===== src/rtl/pc_fetch_if.sv =====
// Fetch-side bundle between the hazard unit, instruction memory, the ID-stage
// decoder/comparator and the fetch unit that owns the PC and the IF/ID register.
interface pc_fetch_if;
    logic        stall;
    logic [31:0] instr_f;
    logic [2:0]  br_op;
    logic        cmp_zero;
    logic [31:0] rs_fwd_d;
    logic [31:0] pc_f;
    logic [31:0] instr_d;
    logic [31:0] pc_d;
    logic [31:0] pc8_d;

    // The side that feeds the fetch unit: IM, decoder, comparator, hazard unit.
    modport master (
        output stall,
        output instr_f,
        output br_op,
        output cmp_zero,
        output rs_fwd_d,
        input  pc_f,
        input  instr_d,
        input  pc_d,
        input  pc8_d
    );

    modport slave (
        input  stall,
        input  instr_f,
        input  br_op,
        input  cmp_zero,
        input  rs_fwd_d,
        output pc_f,
        output instr_d,
        output pc_d,
        output pc8_d
    );
endinterface


===== src/rtl/pc_fetch_unit.sv =====
// Program counter and IF/ID register; branches and jumps resolve in ID and
// redirect fetch one cycle later, always keeping the single delay slot.
module pc_fetch_unit #(
    parameter logic [31:0] PC_RESET  = 32'h0000_3000,
    parameter logic [31:0] INSTR_NOP = 32'h0000_0000
) (
    input  logic      clk,
    input  logic      reset,
    pc_fetch_if.slave bus
);

    localparam logic [2:0] OP_BEQ = 3'd1;
    localparam logic [2:0] OP_BNE = 3'd2;
    localparam logic [2:0] OP_J   = 3'd3;
    localparam logic [2:0] OP_JAL = 3'd4;
    localparam logic [2:0] OP_JR  = 3'd5;

    logic [31:0] pc_f_q;
    logic [31:0] instr_d_q;
    logic [31:0] pc_d_q;

    logic [31:0] seq_pc;
    logic [31:0] br_offset;
    logic [31:0] br_target;
    logic [31:0] jump_target;
    logic [31:0] npc;

    assign seq_pc      = pc_f_q + 32'd4;
    assign br_offset   = {{14{instr_d_q[15]}}, instr_d_q[15:0], 2'b00};
    assign br_target   = pc_d_q + 32'd4 + br_offset;
    assign jump_target = {pc_d_q[31:28], instr_d_q[25:0], 2'b00};

    // Any unused op encoding falls through as sequential fetch.
    always_comb begin
        npc = seq_pc;
        case (bus.br_op)
            OP_BEQ:         npc = bus.cmp_zero ? br_target : seq_pc;
            OP_BNE:         npc = bus.cmp_zero ? seq_pc : br_target;
            OP_J, OP_JAL:   npc = jump_target;
            OP_JR:          npc = bus.rs_fwd_d;
            default:        npc = seq_pc;
        endcase
    end

    // A stall simply withholds the commit; the pending op is re-evaluated
    // with fresh comparator/forwarding values on the cycle it drops.
    always_ff @(posedge clk) begin
        if (reset) begin
            pc_f_q    <= PC_RESET;
            instr_d_q <= INSTR_NOP;
            pc_d_q    <= PC_RESET - 32'd4;
        end else if (!bus.stall) begin
            pc_f_q    <= npc;
            instr_d_q <= bus.instr_f;
            pc_d_q    <= pc_f_q;
        end
    end

    assign bus.pc_f    = pc_f_q;
    assign bus.instr_d = instr_d_q;
    assign bus.pc_d    = pc_d_q;
    assign bus.pc8_d   = pc_d_q + 32'd8;

endmodule


===== src/flat_wrapper.sv =====
// flat-port wrapper written by rule: the top's interface ports become plain ports
module pc_fetch_unit_flat 
#(
    parameter logic [31:0] PC_RESET  = 32'h0000_3000,
    parameter logic [31:0] INSTR_NOP = 32'h0000_0000
)
  (clk, reset, bus_stall, bus_instr_f, bus_br_op, bus_cmp_zero, bus_rs_fwd_d, bus_pc_f, bus_instr_d, bus_pc_d, bus_pc8_d);
  pc_fetch_if bus_i ();
  input  logic clk;
  input  logic reset;
  input wire logic [$bits(bus_i.stall)-1:0] bus_stall;
  input wire logic [$bits(bus_i.instr_f)-1:0] bus_instr_f;
  input wire logic [$bits(bus_i.br_op)-1:0] bus_br_op;
  input wire logic [$bits(bus_i.cmp_zero)-1:0] bus_cmp_zero;
  input wire logic [$bits(bus_i.rs_fwd_d)-1:0] bus_rs_fwd_d;
  output wire logic [$bits(bus_i.pc_f)-1:0] bus_pc_f;
  output wire logic [$bits(bus_i.instr_d)-1:0] bus_instr_d;
  output wire logic [$bits(bus_i.pc_d)-1:0] bus_pc_d;
  output wire logic [$bits(bus_i.pc8_d)-1:0] bus_pc8_d;
  assign bus_i.stall = bus_stall;
  assign bus_i.instr_f = bus_instr_f;
  assign bus_i.br_op = bus_br_op;
  assign bus_i.cmp_zero = bus_cmp_zero;
  assign bus_i.rs_fwd_d = bus_rs_fwd_d;
  assign bus_pc_f = bus_i.pc_f;
  assign bus_instr_d = bus_i.instr_d;
  assign bus_pc_d = bus_i.pc_d;
  assign bus_pc8_d = bus_i.pc8_d;
  pc_fetch_unit #(.PC_RESET(PC_RESET), .INSTR_NOP(INSTR_NOP)) u_core (.clk(clk), .reset(reset), .bus(bus_i));
endmodule

===== config.mk =====
export PLATFORM = sky130hd
export DESIGN_NAME = pc_fetch_unit_flat
export DESIGN_NICKNAME = d
export VERILOG_FILES = /design/src/rtl/pc_fetch_if.sv /design/src/rtl/pc_fetch_unit.sv /design/src/flat_wrapper.sv
export SDC_FILE = /design/constraint.sdc
export NUM_CORES = 1
export LEC_CHECK = 0
export CORE_MARGIN = 2
export CORE_UTILIZATION = 53
export DETAILED_ROUTE_END_ITERATION = 10
export PLACE_DENSITY = 0.87
export SYNTH_ARGS = -nofsm -noshare
export SYNTH_HDL_FRONTEND = slang
export SYNTH_SLANG_ARGS = --single-unit

===== constraint.sdc =====
create_clock -name clk -period 8.7 [get_ports clk]
set_input_delay 2.175 -clock clk [delete_from_list [all_inputs] [get_ports clk]]
set_output_delay 2.175 -clock clk [all_outputs]
set_load 0.01 [all_outputs]

---- After elaboration in Yosys (flattened, before gate mapping) ----
Index checks and enable logic that the tools add are counted.
storage, ports and cells
  register bits ........................... 96
  input port bits ......................... 71
  output and inout port bits .............. 128
  logic and storage cells ................. 16
cells by class
  add/subtract/negate cells ............... 4
  equal/unequal tests ..................... 5
  multiplexer cells ....................... 3
  reduce and logical (&&, ||, !) cells .... 1
operator list
  operator                 count
  $pmux W32 S4             1
  $add A32 B3 Y32 const B  2
  $mux W32                 2
  $add A32 B32 Y32         1
  $add A32 B4 Y32 const B  1
  $eq A3 B2 Y1 const B     2
  $eq A3 B3 Y1 const B     2
  $eq A3 B1 Y1 const B     1
  $reduce_or A2 Y1         1

---- Depth between registers and ports, before layout ----
Gate-level depths: netlist of run 1.
  word-level depth ........................ 4
  gate-level depth with buffers ........... 12
  depth with buffers taken out ............ 12

---- Least setup slack after synthesis of run 1 ----
Ideal clock, no wire load.
  path kind ............................... reg-to-output
  start ................................... register u_core.pc_d_q[5] (netlist: u_core.bus.pc_d[5])
  end ..................................... output port bus_pc8_d[26]
  arrival ................................. 1940 ps
  data required time ...................... 6525 ps
  path slack .............................. 4585 ps
  stages on the path, launching flop included .. 9
  path buffers ............................ 1
  cells stage by stage .................... dfxtp_1 and4_1 clkbuf_1 and3_1 nand2_1 nor2_1 and3_1 nand3_1 xnor2_1
between the ends
  cells in the longest elaborated chain, start to end .. 1
ends and longest elaborated chain
  element                   RTL line             RTL
  start: declaration        pc_fetch_unit.sv:20  logic [31:0] pc_d_q;
  start signal: assignment  pc_fetch_unit.sv:51  pc_d_q <= PC_RESET - 32'd4;
  start signal: assignment  pc_fetch_unit.sv:55  pc_d_q <= pc_f_q;
  $add A32 B4 Y32           pc_fetch_unit.sv:62  assign bus.pc8_d = pc_d_q + 32'd8;
  end: declaration          flat_wrapper.sv:19   output wire logic [$bits(bus_i.pc8_d)-1:0] bus_pc8_d;
Every way passes these cells.

---- Worst setup path after layout of run 1 ----
Ends and elaborated chain as after synthesis.

==> impl_metrics.yaml, run 1 <==
cts:
  clk-insertion-delay-late_ns: 0.35
  h-tree-depth: 3
  clk_pin_slew_ns: 0.06
  clock_path_buffers: 2
  cts_resized: 0
  postCtsHoldBufs: 0
  cts_sinks: 96
  cts_root_buf: "clkbuf_16"
  cts_tree: "done"
  post_cts_buffers: 0
  cts_inserted_buffers: 9
floorplan:
  coreArea_um2: 13100
  boundaryPins: 199
  initial_core_util: 0.538
  die_h_um: 119
  die_area_um2: 14200
  die_w_um: 119
  num_rows: 42
hold_path:
  worstHoldStart: "u_core.bus.instr_d[28]"
  worst_hold_path_type: "reg -> reg"
  min_to: "u_core.bus.instr_d[28]"
  whs_path_depth: 2
synthesis:
  synth_edf_count: 0
  synth_top_area_cell: "dfxtp_1"
  ys_seq_area_frac: 0.273
  synth.area.top_cells: "dfxtp_1 (27%), ha_1 (10%), mux2i_1 (9.0%)"
  synth_compound_area_frac: 0.207
  ys_warn_count: 0
  synthMuxAreaShare: 0.0912
  synth_seq_cells: 96
  synthXorXnorAreaFrac: 0.0846
  synth_top_family_by_area: "compound AO/OA/AOI/OAI gates"
  syn_area_um2: 7040
  synthesis.nets: 981
  synth_cell_types: 63
  synth_cells: 850
  synthFlopType: "dfxtp_1"
  synthArstFlopShare: 0
  synthAdderAreaFrac: 0.108
  avgSynthCellArea_um2: 8.28
  synth_top_cell_area_share: 0.273
  synthSimpleGateAreaFrac: 0.189
global_routing:
  antenna_found_initial: 0
  grtUsageTotal: 0.297
  grt_pass1_vias: 6842
  grt_max_degree: 84
  grt_first_pass_wirelength_um: 34300
  overflow: 0
detailed_routing:
  avgViaCountPerCell: 5.92
  wl_per_cell_um: 17.8
  drcViolationCount: 0
  drt_iter0_drc: 445
  ant_nets: 0
  drt-total-wl_um: 21300
  dr_total_vias: 7069
  drtPass1Iterations: 5
finish:
  drive_gt1_frac: 0.0422
  area_growth_pct: 33.4
  fin_nets: 1145
  regArea_um2: 1920
  fillers: 1038
  multiInputGateArea_um2: 4790
  diodes: 0
pwr:
  vdd.ir_drop.worst_mv: 0.100
  clkPwrFrac: 0.325
  p_leak_nw: 3.87
  p_sw_frac: 0.307
  p_int_mw: 0.925
  pwr-share-seq: 0.386
  finalPower_mw: 1.33
  power.switching_mw: 0.409
  power_density_nw_per_um2: 142
  pwr-share-comb: 0.289
sta:
  fmax_mhz: 193
  timing.max_slew.rel_slack: 0.256
  fin_crit_sh: 0.597
  tightest_slew_ns: 1.11
  rsz0062_at_grt: "false"
  finalCriticalPeriod_ns: 5.19
  finalClockSkew_ns: 0.00786
  maxSlewViolCount: 0
  setup_viol: 0
  hold_violations: 0
  setup-tns-final_ns: 0
setup_path:
  r2r-start: "u_core.bus.pc_d[3]"
  cp.arrival_ns: 3.02
  worstRegToRegCells: 10
  startpoint_type: "register"
  reg2reg_to: "u_core.bus.pc_f[31]"
  worstSetupPathType: "reg -> out"
  crit_path_start: "u_core.bus.pc_d[5]"
  r2r_slack_ns: 5.37
  cp.required_ns: 6.53
  worstSetupEndpointType: "output port"
  path_max_fanout: 8
run:
  maxCapViolCount: 0
place:
  io_buffers: 198
  dp_hpwl_um: 15400
  finalWeightedCongestion: 0.899
status:
  status: "completed"
-- layer usage --
layer  routed length (µm)  up-vias  global-route usage
li1                     -     3434                   -
met1                 9320     3291               0.389
met2                 9830      290               0.481
met3                 1520       54              0.0498
met4                  654        0               0.124
met5                    0        -                   0
-- power groups by stage --
| stage | Clock [mW] | Combinational, mW | Sequential (mW) |
|---|---|---|---|
| floorplan | 0 | 0.212 | 0.522 |
| global placement | 0 | 0.375 | 0.522 |
| detailed placement | 0 | 0.380 | 0.524 |
| CTS | 0.437 | 0.383 | 0.514 |
| global route | 0.456 | 0.417 | 0.519 |
| finish | 0.433 | 0.386 | 0.515 |
-- state kept, by name, indices dropped and copies added, names as in the netlist --
register / flops
u_core.bus.pc_d: 32
u_core.bus.instr_d: 32
u_core.bus.pc_f: 32
-- synthesized netlist by cell type (3+ instances only) --
cell	count
nor2b_1	10
and3_1	22
dfxtp_1	96
ha_1	59
a221o_1	5
buf_4	4
nand3_1	33
buf_2	7
a221oi_1	30
nor2_1	80
o21bai_1	6
nand2_1	68
xor2_1	20
or2_2	3
xnor2_1	48
buf_1	10
o221ai_1	5
a21o_1	15
clkbuf_1	29
o21ai_0	34
o21a_1	8
a21oi_1	57
a211oi_1	5
o221a_2	3
a31oi_1	4
and2_1	3
mux2i_1	63
a22oi_1	5
and4_1	4
inv_1	31
nand3b_1	6
o211ai_1	6
a211o_1	3
nor3_1	13
or3_1	4
nand4_1	20
-- worst max-delay path, stage by stage (launching register included) --
cell and delay (ns):
dfxtp_1 0.47, and4_1 0.36, and3_1 0.25, nand2_1 0.16, nor2_1 0.31, and3_1 0.31
nand3_1 0.12, xnor2_1 0.15, clkdlybuf4s50_1 0.54
-- cell usage in the layout (no fill, tap or decap), types with 4 or more instances in the layout --
cell type        instances
a211oi_1                 5
a21o_1                  15
a21oi_1                 56
a221o_1                  5
a221oi_1                30
a22oi_1                  5
a31oi_1                  4
and3_1                  22
and4_1                   4
buf_4                    7
clkbuf_16                9
clkdlybuf4s50_1        196
dfxtp_1                 96
ha_1                    59
inv_1                   31
mux2i_1                 63
nand2_1                 68
nand3_1                 33
nand3b_1                 6
nand4_1                 20
nor2_1                  80
nor2b_1                 10
nor3_1                  13
o211ai_1                 6
o21a_1                   8
o21ai_0                 33
o21bai_1                 6
o221ai_1                 5
or3_1                    4
xnor2_1                 48
xor2_1                  20
-- worst max path at each step --
stage                     to  slack, ns  cells after the start
2_1_floorplan  bus_pc8_d[26]       4.59                      8
3_3_place_gp   bus_pc8_d[26]       3.95                      8
3_5_place_dp   bus_pc8_d[26]       3.86                      8
4_1_cts        bus_pc8_d[26]       3.50                      8
5_1_grt        bus_pc8_d[26]       3.27                      8
6_report       bus_pc8_d[26]       3.51                      8
-- final cells by class --
cell class	count	area share
Multi-Input combinational cell	672	0.511
Timing Repair Buffer	204	0.215
Sequential cell	96	0.205
Clock buffer	13	0.0267
Tap cell	176	0.0235
Inverter	31	0.0124
Clock inverter	3	0.00693
-- kinds of logic after synthesis --
group | Yosys count
flip-flops | 96
AND/OR/NAND/NOR | 274
multiplexers | 64
adder cells (fa/ha/maj) | 60
buffers and inverters | 82
AO/OA/AOI/OAI | 206
XOR/XNOR | 68
-- metrics by stage --
stage / instance area [µm²] / instances / hold slack, ns / setup slack [ns] / utilization
finish: 9390 / 1195 / 0.503 / 3.51 / 0.717
global route: 9390 / 1195 / 0.540 / 3.27 / 0.717
CTS: 9390 / 1195 / 0.504 / 3.50 / 0.717
detailed placement: 9070 / 1179 / 0.488 / 3.86 / 0.693
global placement: 9070 / 1179 / 0.476 / 3.95 / 0.693
floorplan: 7040 / 850 / 0.530 / 4.59 / -
(Power assumes the default switching activity.)
==> inputs of run 2 (changes only) <==
CORE_UTILIZATION = 49   (was 53)
PLACE_DENSITY = 0.82   (was 0.87)
clock period = 5.35 ns   (was 8.7 ns; I/O delays follow)
==> run 2 against run 1 <==
  * Critical path depth did not move
  * Clock power rose by 55%
  * Count of clock-buffer cells in the layout did not move
  * Non-clock buffer count rose by 2
  * First-iteration DRC count rose by 8.1%
==> impl_metrics.yaml, run 2 (synthesis gave the netlist of run 1 again) <==
status:
  status: "completed"
setup_path:
  cp.required_ns: 4.01
  path_cells: "and4_1, and3_1, nand2_1, nor2_1, and3_1, nand3_1, xnor2_1, clkdlybuf4s50_1"
  crit_top_cell: "and3_1"
  critPathTopFamily: "simple AND/OR/NAND/NOR gates"
  worstSetupEndpointType: "output port"
  startpoint_type: "register"
  path_max_fanout: 8
  worstSetupPathType: "reg -> out"
  slowest_delay_ns: 0.54
  crit_slowest_cell: "clkdlybuf4s50_1"
  path_buf_inv: 1
  cp.arrival_ns: 3.02
pwr:
  p_leak_nw: 3.88
  power_density_nw_per_um2: 228
  finalPower_mw: 2.14
  vdd.ir_drop.worst_mv: 0.190
global_routing:
  grt_first_pass_wirelength_um: 34600
  grt_max_degree: 65
  grtUsageTotal: 0.287
  overflow: 0
  grt_pass1_vias: 6920
  antenna_found_initial: 0
run:
  maxCapViolCount: 0
cts:
  clock_path_buffers: 2
  cts_tree: "done"
  post_cts_buffers: 0
  clk_pin_slew_ns: 0.07
  cts_inserted_buffers: 9
  cts_sinks: 96
  h-tree-depth: 3
  postCtsHoldBufs: 0
  cts_root_buf: "clkbuf_16"
  cts_resized: 0
  clk-insertion-delay-late_ns: 0.35
finish:
  area_growth_pct: 33.4
  instances_no_fill: 1201
  fin_nets: 1147
  final_cell_mix: "clkdlybuf4s50_1 (196), dfxtp_1 (96), nor2_1 (80), nand2_1 (68), mux2i_1 (63)"
  mostFrequentLayoutCell: "clkdlybuf4s50_1"
  diodes: 0
  drive_gt1_frac: 0.0451
  fillers: 1139
sta:
  finalClockSkew_ns: 0.00591
  rsz0062_at_grt: "false"
  fin_crit_sh: 0.815
  setup_viol: 0
  timing.max_slew.rel_slack: 0.154
  hold_violations: 0
  fmax_mhz: 229
  setup-tns-final_ns: 0
  tightest_slew_ns: 1.26
  finalCriticalPeriod_ns: 4.36
  hold_ws_ns: 0.503
  maxSlewViolCount: 0
detailed_routing:
  dr_total_vias: 7159
  routed-wl-met3_um: 1750
  routed-wl-met2_um: 10000
  drtPass1Iterations: 5
  highest_layer: "met4"
  avgViaCountPerCell: 5.96
  drt-total-wl_um: 21700
  wl_per_cell_um: 18.1
  drcViolationCount: 0
  wl_met1_um: 9410
  drt_iter0_drc: 481
  ant_nets: 0
floorplan:
  num_rows: 43
  boundaryPins: 199
  die_area_um2: 15300
  die_h_um: 124
  die_w_um: 124
  initial_core_util: 0.505
  coreArea_um2: 13900
place:
  io_buffers: 198
  dp_hpwl_um: 16000
  place_inst: 1185
  finalWeightedCongestion: 0.954
hold_path:
  worst_hold_path_type: "reg -> reg"
==> run 2: cell count changes in the layout (fill, tap and decap cells not counted), sizes merged <==
cell    change
clkinv      +1
bufinv      -1
buf         +2
==> run 2: per-layer routing <==
metal | up-vias | track usage
met3 | 49 | 0.0572
li1 | 3449 | -
met4 | 0 | 0.118
met2 | 330 | 0.472
met1 | 3331 | 0.367
met5 | - | 0
==> run 2: tightest hold or removal path: stages (launching register included) <==
cell and delay (ns):
dfxtp_1 0.33, mux2i_1 0.07, nor2_1 0.07
==> run 2: final timing paths <==
kind	start	cells past startpoint	endpoint	slack (ns)
setup / recovery	u_core.bus.pc_d[5]	8	bus_pc8_d[26]	0.99
hold / removal	u_core.bus.instr_d[30]	2	u_core.bus.instr_d[30]	0.50
setup reg to reg	u_core.bus.pc_d[3]	10	u_core.bus.pc_f[31]	2.03
hold reg to reg	u_core.bus.instr_d[30]	2	u_core.bus.instr_d[30]	0.50
==> run 2: area by class of cell <==
| cell class | instances | area, µm² | share of cell area |
|---|---|---|---|
| multi-input combinational | 672 | 4790 | 0.510 |
| timing repair buffer | 206 | 2030 | 0.217 |
| inverter | 31 | 116 | 0.0124 |
| sequential | 96 | 1920 | 0.205 |
| tap | 180 | 225 | 0.0240 |
| clock inverter | 3 | 40.0 | 0.00426 |
| clock buffer | 13 | 260 | 0.0277 |
==> run 2: metrics by stage <==
step           cell area [µm²]  setup slack (ns)  utilization
5_1_grt                   9390             0.838        0.674
4_1_cts                   9390             0.973        0.674
2_1_floorplan             7040              2.07            -
3_5_place_dp              9090              1.37        0.653
3_3_place_gp              9090              1.42        0.653
6_report                  9390             0.989        0.674
==> run 2: power breakdown <==
part / total (mW) / switching [mW] / leakage [nW] / internal (mW)
logic: 0.631 / 0.311 / 2.93 / 0.320
clock network: 0.672 / 0.285 / 0.150 / 0.387
registers: 0.838 / 0.0766 / 0.792 / 0.762
